$ cat config.mk
export PLATFORM = sky130hd
export DESIGN_NAME = riscv_lsu
export DESIGN_NICKNAME = d
export VERILOG_FILES = /design/src/rtl/riscv_lsu.sv
export SDC_FILE = /design/constraint.sdc
export NUM_CORES = 1
export LEC_CHECK = 0
export ABC_AREA = 1
export BUFFER_PORTS_ARGS = -buffer_cell sky130_fd_sc_hd__buf_2
export CELL_PAD_IN_SITES_DETAIL_PLACEMENT = 0
export CELL_PAD_IN_SITES_GLOBAL_PLACEMENT = 1
export CORE_ASPECT_RATIO = 1.1
export CORE_UTILIZATION = 22
export CTS_CLUSTER_DIAMETER = 150
export DETAILED_ROUTE_END_ITERATION = 12
export PLACE_DENSITY_LB_ADDON = 0.1
export SLEW_MARGIN = 20
export SYNTH_ARGS = -nofsm -noshare
export SYNTH_HDL_FRONTEND = slang
export SYNTH_SLANG_ARGS = --single-unit
$ cat constraint.sdc
create_clock -name clk_i -period 4.3 [get_ports clk_i]
set_input_delay 1.29 -clock clk_i [delete_from_list [all_inputs] [get_ports clk_i]]
set_output_delay 1.29 -clock clk_i [all_outputs]
set_load 0.01 [all_outputs]
$ cat src/rtl/riscv_lsu.sv
// Load-store unit between the core data port and a word-addressed data memory.
// Generates byte enables and replicated store data, extends load data, holds
// the core for the memory's one-cycle read latency, flags misaligned or
// illegal-size accesses and raises a bus error when memory never answers.
//
// Handshake: the core holds core_req_i and all operands stable while
// core_stall_o is high. An access is accepted in IDLE and completes in WAIT
// on the first cycle with mem_ready_i=1 (core_stall_o drops, core_rd_o is
// valid in that same cycle). A misaligned request is rejected in the cycle it
// is presented (misalign_o=1, no stall, no memory request).
module riscv_lsu #(
  parameter int TIMEOUT = 16
) (
  input  logic        clk_i,
  input  logic        rst_i,
  input  logic        core_req_i,
  input  logic        core_we_i,
  input  logic [2:0]  core_size_i,
  input  logic [31:0] core_addr_i,
  input  logic [31:0] core_wd_i,
  output logic [31:0] core_rd_o,
  output logic        core_stall_o,
  output logic        misalign_o,
  output logic        bus_err_o,
  output logic        mem_req_o,
  output logic        mem_we_o,
  output logic [3:0]  mem_be_o,
  output logic [31:0] mem_addr_o,
  output logic [31:0] mem_wd_o,
  input  logic [31:0] mem_rd_i,
  input  logic        mem_ready_i,
  output logic        dbg_wait_o
);

  typedef enum logic {
    S_IDLE = 1'b0,
    S_WAIT = 1'b1
  } state_e;

  localparam int TW = (TIMEOUT < 1) ? 1 : $clog2(TIMEOUT + 1);
  localparam logic [TW-1:0] TMO_LAST = TW'(TIMEOUT - 1);

  state_e        state_q;
  logic [TW-1:0] tmo_q;

  logic        is_byte;
  logic        is_half;
  logic        is_word;
  logic        is_unsigned;
  logic        size_bad;
  logic        misalign;
  logic        valid;
  logic        in_wait;
  logic        ack;
  logic        tmo_hit;
  logic [1:0]  offs;
  logic [7:0]  rd_byte;
  logic [15:0] rd_half;
  logic [31:0] rd_ext;

  assign offs = core_addr_i[1:0];

  // Decode the access size and detect misaligned or illegal requests.
  always_comb begin
    is_byte     = (core_size_i[1:0] == 2'b00);
    is_half     = (core_size_i[1:0] == 2'b01);
    is_word     = (core_size_i == 3'b010);
    is_unsigned = core_size_i[2];
    size_bad    = (core_size_i[1:0] == 2'b11) || (core_size_i == 3'b110);
    misalign    = core_req_i &&
                  (size_bad ||
                   (is_half && offs[0]) ||
                   (is_word && (offs != 2'b00)));
  end

  assign valid   = core_req_i & ~misalign;
  // While reset is held the unit behaves as if it were idle.
  assign in_wait = (state_q == S_WAIT) & ~rst_i;
  assign ack     = in_wait & valid & mem_ready_i;
  assign tmo_hit = in_wait & valid & ~mem_ready_i & (tmo_q == TMO_LAST);

  // Core-side status: stall on acceptance and while waiting for memory.
  always_comb begin
    core_stall_o = 1'b0;
    if (in_wait) begin
      core_stall_o = valid & ~mem_ready_i & ~tmo_hit;
    end else begin
      core_stall_o = valid;
    end
    misalign_o = misalign;
    bus_err_o  = tmo_hit;
    dbg_wait_o = (state_q == S_WAIT);
  end

  // Memory request, byte enables and replicated store data.
  always_comb begin
    mem_req_o  = valid;
    mem_we_o   = valid & core_we_i;
    mem_addr_o = core_addr_i;
    mem_be_o   = 4'b0000;
    if (valid) begin
      if (is_byte) begin
        mem_be_o = 4'b0001 << offs;
      end else if (is_half) begin
        mem_be_o = offs[1] ? 4'b1100 : 4'b0011;
      end else begin
        mem_be_o = 4'b1111;
      end
    end
    case (core_size_i[1:0])
      2'b00:   mem_wd_o = {4{core_wd_i[7:0]}};
      2'b01:   mem_wd_o = {2{core_wd_i[15:0]}};
      default: mem_wd_o = core_wd_i;
    endcase
  end

  // Lane selection and sign/zero extension of load data.
  always_comb begin
    case (offs)
      2'b00:   rd_byte = mem_rd_i[7:0];
      2'b01:   rd_byte = mem_rd_i[15:8];
      2'b10:   rd_byte = mem_rd_i[23:16];
      default: rd_byte = mem_rd_i[31:24];
    endcase
    rd_half = offs[1] ? mem_rd_i[31:16] : mem_rd_i[15:0];
    if (is_byte) begin
      rd_ext = {{24{rd_byte[7] & ~is_unsigned}}, rd_byte};
    end else if (is_half) begin
      rd_ext = {{16{rd_half[15] & ~is_unsigned}}, rd_half};
    end else begin
      rd_ext = mem_rd_i;
    end
    core_rd_o = ack ? rd_ext : 32'h0;
  end

  // Access FSM: IDLE accepts a request, WAIT holds it until ready/timeout.
  always_ff @(posedge clk_i) begin
    if (rst_i) begin
      state_q <= S_IDLE;
      tmo_q   <= '0;
    end else begin
      case (state_q)
        S_IDLE: begin
          if (valid) begin
            state_q <= S_WAIT;
            tmo_q   <= '0;
          end
        end
        S_WAIT: begin
          // Ready, timeout, or the core dropping its request all end the access.
          if (!valid || mem_ready_i || (tmo_q == TMO_LAST)) begin
            state_q <= S_IDLE;
          end else begin
            tmo_q <= tmo_q + 1'b1;
          end
        end
        default: state_q <= S_IDLE;
      endcase
    end
  end

endmodule

==> flow_metrics.py <==
metrics = {
    "pwr": {
        "peakVddDrop_mv": 0.1464,
        "power.leakage_nw": 1.598,
        "p_per_area_mw_per_mm2": 140.7,
    },
    "placement": {
        "placed_area_sq_mm": 0.002613,
        "dp.cells": 612,
        "port_buffers": 149,
        "dp_hpwl_microns": 6528,
        "post-place-ws_ns": 0.3301,
        "place.gp.congestion": 0.8052,
    },
    "routing": {
        "ant_nets": 0,
        "drc_errors": 0,
        "drt_wl_total_microns": 8045,
        "num_vias": 2717,
        "detail_route.iter0.violations": 68,
        "drt-vias-per-instance": 4.418,
        "wl_per_cell_microns": 13.08,
        "dr.pass1.iters": 4,
    },
    "setup_path": {
        "critPathLaunchType": "input pin",
        "cp.required_ns": 3.01,
        "startpoint": "core_size_i[1]",
        "path_cells": "buf_2 > inv_2 > nand2_2 > o21ai_2 > nor2_1 > nand2_1 > nor2_1 > buf_2",
        "worstPathArrival_ns": 2.64,
        "critPathSlowestCell": "o21ai_2",
        "critPathKind": "input pin to output port",
        "critPathBufInv": 3,
        "timing.rr.start": "tmo_q[0]$_SDFFE_PP0P_",
        "path_max_fanout": 16,
        "max_stage_delay_ns": 0.61,
        "cpLargestDelayFamily": "compound AO/OA/AOI/OAI gates",
        "endpoint_kind": "output port",
    },
    "synthesis": {
        "ys_seq_area_share_pct": 5.897,
        "synth_common_cells": "127 x nand2_1, 78 x nor2_1, 41 x buf_4",
        "synth_compound_area_share_pct": 17.51,
        "synth-seq-cells": 6,
        "synthAdderAreaFrac_pct": 1.229,
        "synth_top_area_share_pct": 23.40,
        "muxShareOfSynthArea_pct": 0,
        "synth_cell_types": 28,
        "synth_top_family_by_area": "simple AND/OR/NAND/NOR gates",
        "synth.cell_area_sq_mm": 0.002037,
        "yosys.area_share.xor_xnor_pct": 0.4300,
        "synthMostInstantiatedCell": "nand2_1",
        "synthSimpleGateAreaFrac_pct": 47.48,
        "ys_async_sr_fraction_pct": 0,
        "synth_edf_count": 0,
        "yosys.area.top_type": "nand2_1",
        "syn_avg_cell_area_sq_um": 5.157,
        "ys.flop_type": "dfxtp_1",
        "synthCells": 395,
        "yosys_warnings": 0,
        "synth_nets": 501,
        "yosys-top-cells-area": "nand2_1 23%, buf_4 15%, nor2_1 14%",
    },
    "die": {
        "die_y_microns": 102.9,
        "rows": 36,
        "die_area_sq_mm": 0.009648,
        "chipWidth_microns": 93.75,
        "io_pins": 210,
        "initial_utilization_pct": 22.84,
        "core_area_sq_mm": 0.008919,
    },
    "layout": {
        "drive_gt1_share_pct": 35.53,
        "stdcell_count": 615,
        "finalNetCount": 609,
        "insertedDiodeCount": 0,
        "areaGrowthSynthToFinish_pct": 30.28,
        "design_area_sq_mm": 0.002654,
    },
    "sta": {
        "fin_crit_sh_pct": 91.48,
        "tightest_slew_ns": 0.7288,
        "final_max_slew_viol_count": 0,
        "worst_slack_ns": 0.3664,
        "finalSetupViolCount": 0,
        "rsz0062_at_grt": "false",
        "fin_skew_ns": 0.0003587,
        "max_slew_margin_pct": 51.41,
        "fmaxAchievable_ghz": 0.2542,
        "fin_setup_tns_ns": 0,
        "period_minus_slack_ns": 3.934,
        "hold_viol": 0,
    },
    "global_route": {
        "grt_overflow_total": 0,
        "grt_busiest_layer": "met2",
        "use_met1_pct": 18.46,
        "use_met3_pct": 1.844,
        "grt_max_degree": 26,
        "grtUsageMet2_pct": 31.22,
        "grt_pass1_wl_microns": 12400,
        "track_usage_pct": 16.04,
        "grt_antenna_before_repair": 0,
        "grt_pass1_vias": 2562,
    },
    "worst_hold_path": {
        "min_path_type": "flop to flop",
        "holdCritStartpoint": "tmo_q[3]$_SDFFE_PP0P_",
    },
    "clocking": {
        "htreeDepth": 1,
        "root_buffer": "clkbuf_8",
        "cts_resized": 0,
        "numCtsBuffers": 3,
        "cts_tree": "built",
        "clk_pin_slew_ns": 0.04,
        "cts_sinks": 6,
        "cts_hold_buf": 0,
        "cts_buffer_depth": 2,
        "worstSkewPairLatency_ns": 0.22,
        "post-cts-setup-buffer-count": 0,
    },
    "status": {
        "status": "finished, final reports clean",
    },
    "flow_run": {
        "maxCapViolations": 0,
    },
}
## cells by family (layout without fill, tap and decap cells)
| logic type | count (synthesis) | count (layout) |
|---|---|---|
| buffers and inverters | 94 | 200 |
| AOI/OAI and AO/OA | 61 | 61 |
| adders and majority gates | 2 | 2 |
| and+or+nand+nor | 231 | 231 |
| xor gates and xnor gates | 1 | 1 |
| DFF | 6 | 6 |
## routing by layer
metal	up-vias	wire, microns
met3	15	524
met5	-	0
met1	1194	3290
li1	1413	-
met4	0	144
met2	95	4085
## worst register-to-register path, cell delays in order, from the launching register on
cell and delay (ns):
dfxtp_1 0.33, ha_1 0.22, nand2_1 0.08, nor2_1 0.05
ha_1 0.18, inv_1 0.05, nand2_1 0.06, nand2_1 0.08
nand4_1 0.30, nand2_1 0.19, nand2_1 0.07, nand2_1 0.06
inv_1 0.04
## cell usage in the layout (no fill, tap or decap)
cell        n
buf_2     149
nand3_1    14
nor2_1     78
nand2_2     3
buf_12      2
dfxtp_1     6
nor3b_1     1
o21ai_0    24
nand2_4     1
nand4_1     1
xor2_1      1
nor2_4      2
o21a_1      1
a21boi_0    1
nand2_1   127
o211ai_1   16
a21boi_1    1
a21oi_1    10
nor2_8      1
ha_1        2
buf_4       9
inv_1      33
inv_2       4
o21ai_1     7
nand3_4     2
o21ai_2     1
clkbuf_8    3
nor2_2      1
## path summary, 6_finish.rpt
check | endpoint | slack (ns) | cells past startpoint
max | core_rd_o[17] | 0.37 | 8
max reg2reg | tmo_q[1]$_SDFFE_PP0P_ | 2.50 | 12
min | tmo_q[3]$_SDFFE_PP0P_ | 0.49 | 2
min reg2reg | tmo_q[3]$_SDFFE_PP0P_ | 0.49 | 2
## through the flow
| step | hold slack, ns | power (mW) | utilization (%) |
|---|---|---|---|
| after floorplan | 0.4641 | 0.2247 | - |
| after global placement | 0.4860 | 0.2929 | 29.29 |
| after detailed placement | 0.4893 | 0.2930 | 29.29 |
| after CTS | 0.4966 | 0.3798 | 29.76 |
| after global routing | 0.5200 | 0.4081 | 29.76 |
| final | 0.4928 | 0.3734 | 29.76 |
## power breakdown
part,leakage (nW),switching (mW),internal [mW],total [mW]
combinational,1.53,0.136,0.0921,0.228
sequential,0.0489,0.00170,0.0584,0.0601
clock,0.0216,0.0249,0.0602,0.0852
## final cells by class
cell class / instances / area (sq um)
inverter: 37 / 138.9
multi-input combinational: 295 / 1358
timing repair buffer: 160 / 853.3
fill: 1082 / 6265
sequential: 6 / 120.1
clock buffer: 3 / 41.29
tap: 114 / 142.6
## sequential cells by signal (all words and copies together) (netlist names)
name / count
tmo_q: 5
dbg_wait_o: 1
Power figures use the tool's default switching activity.
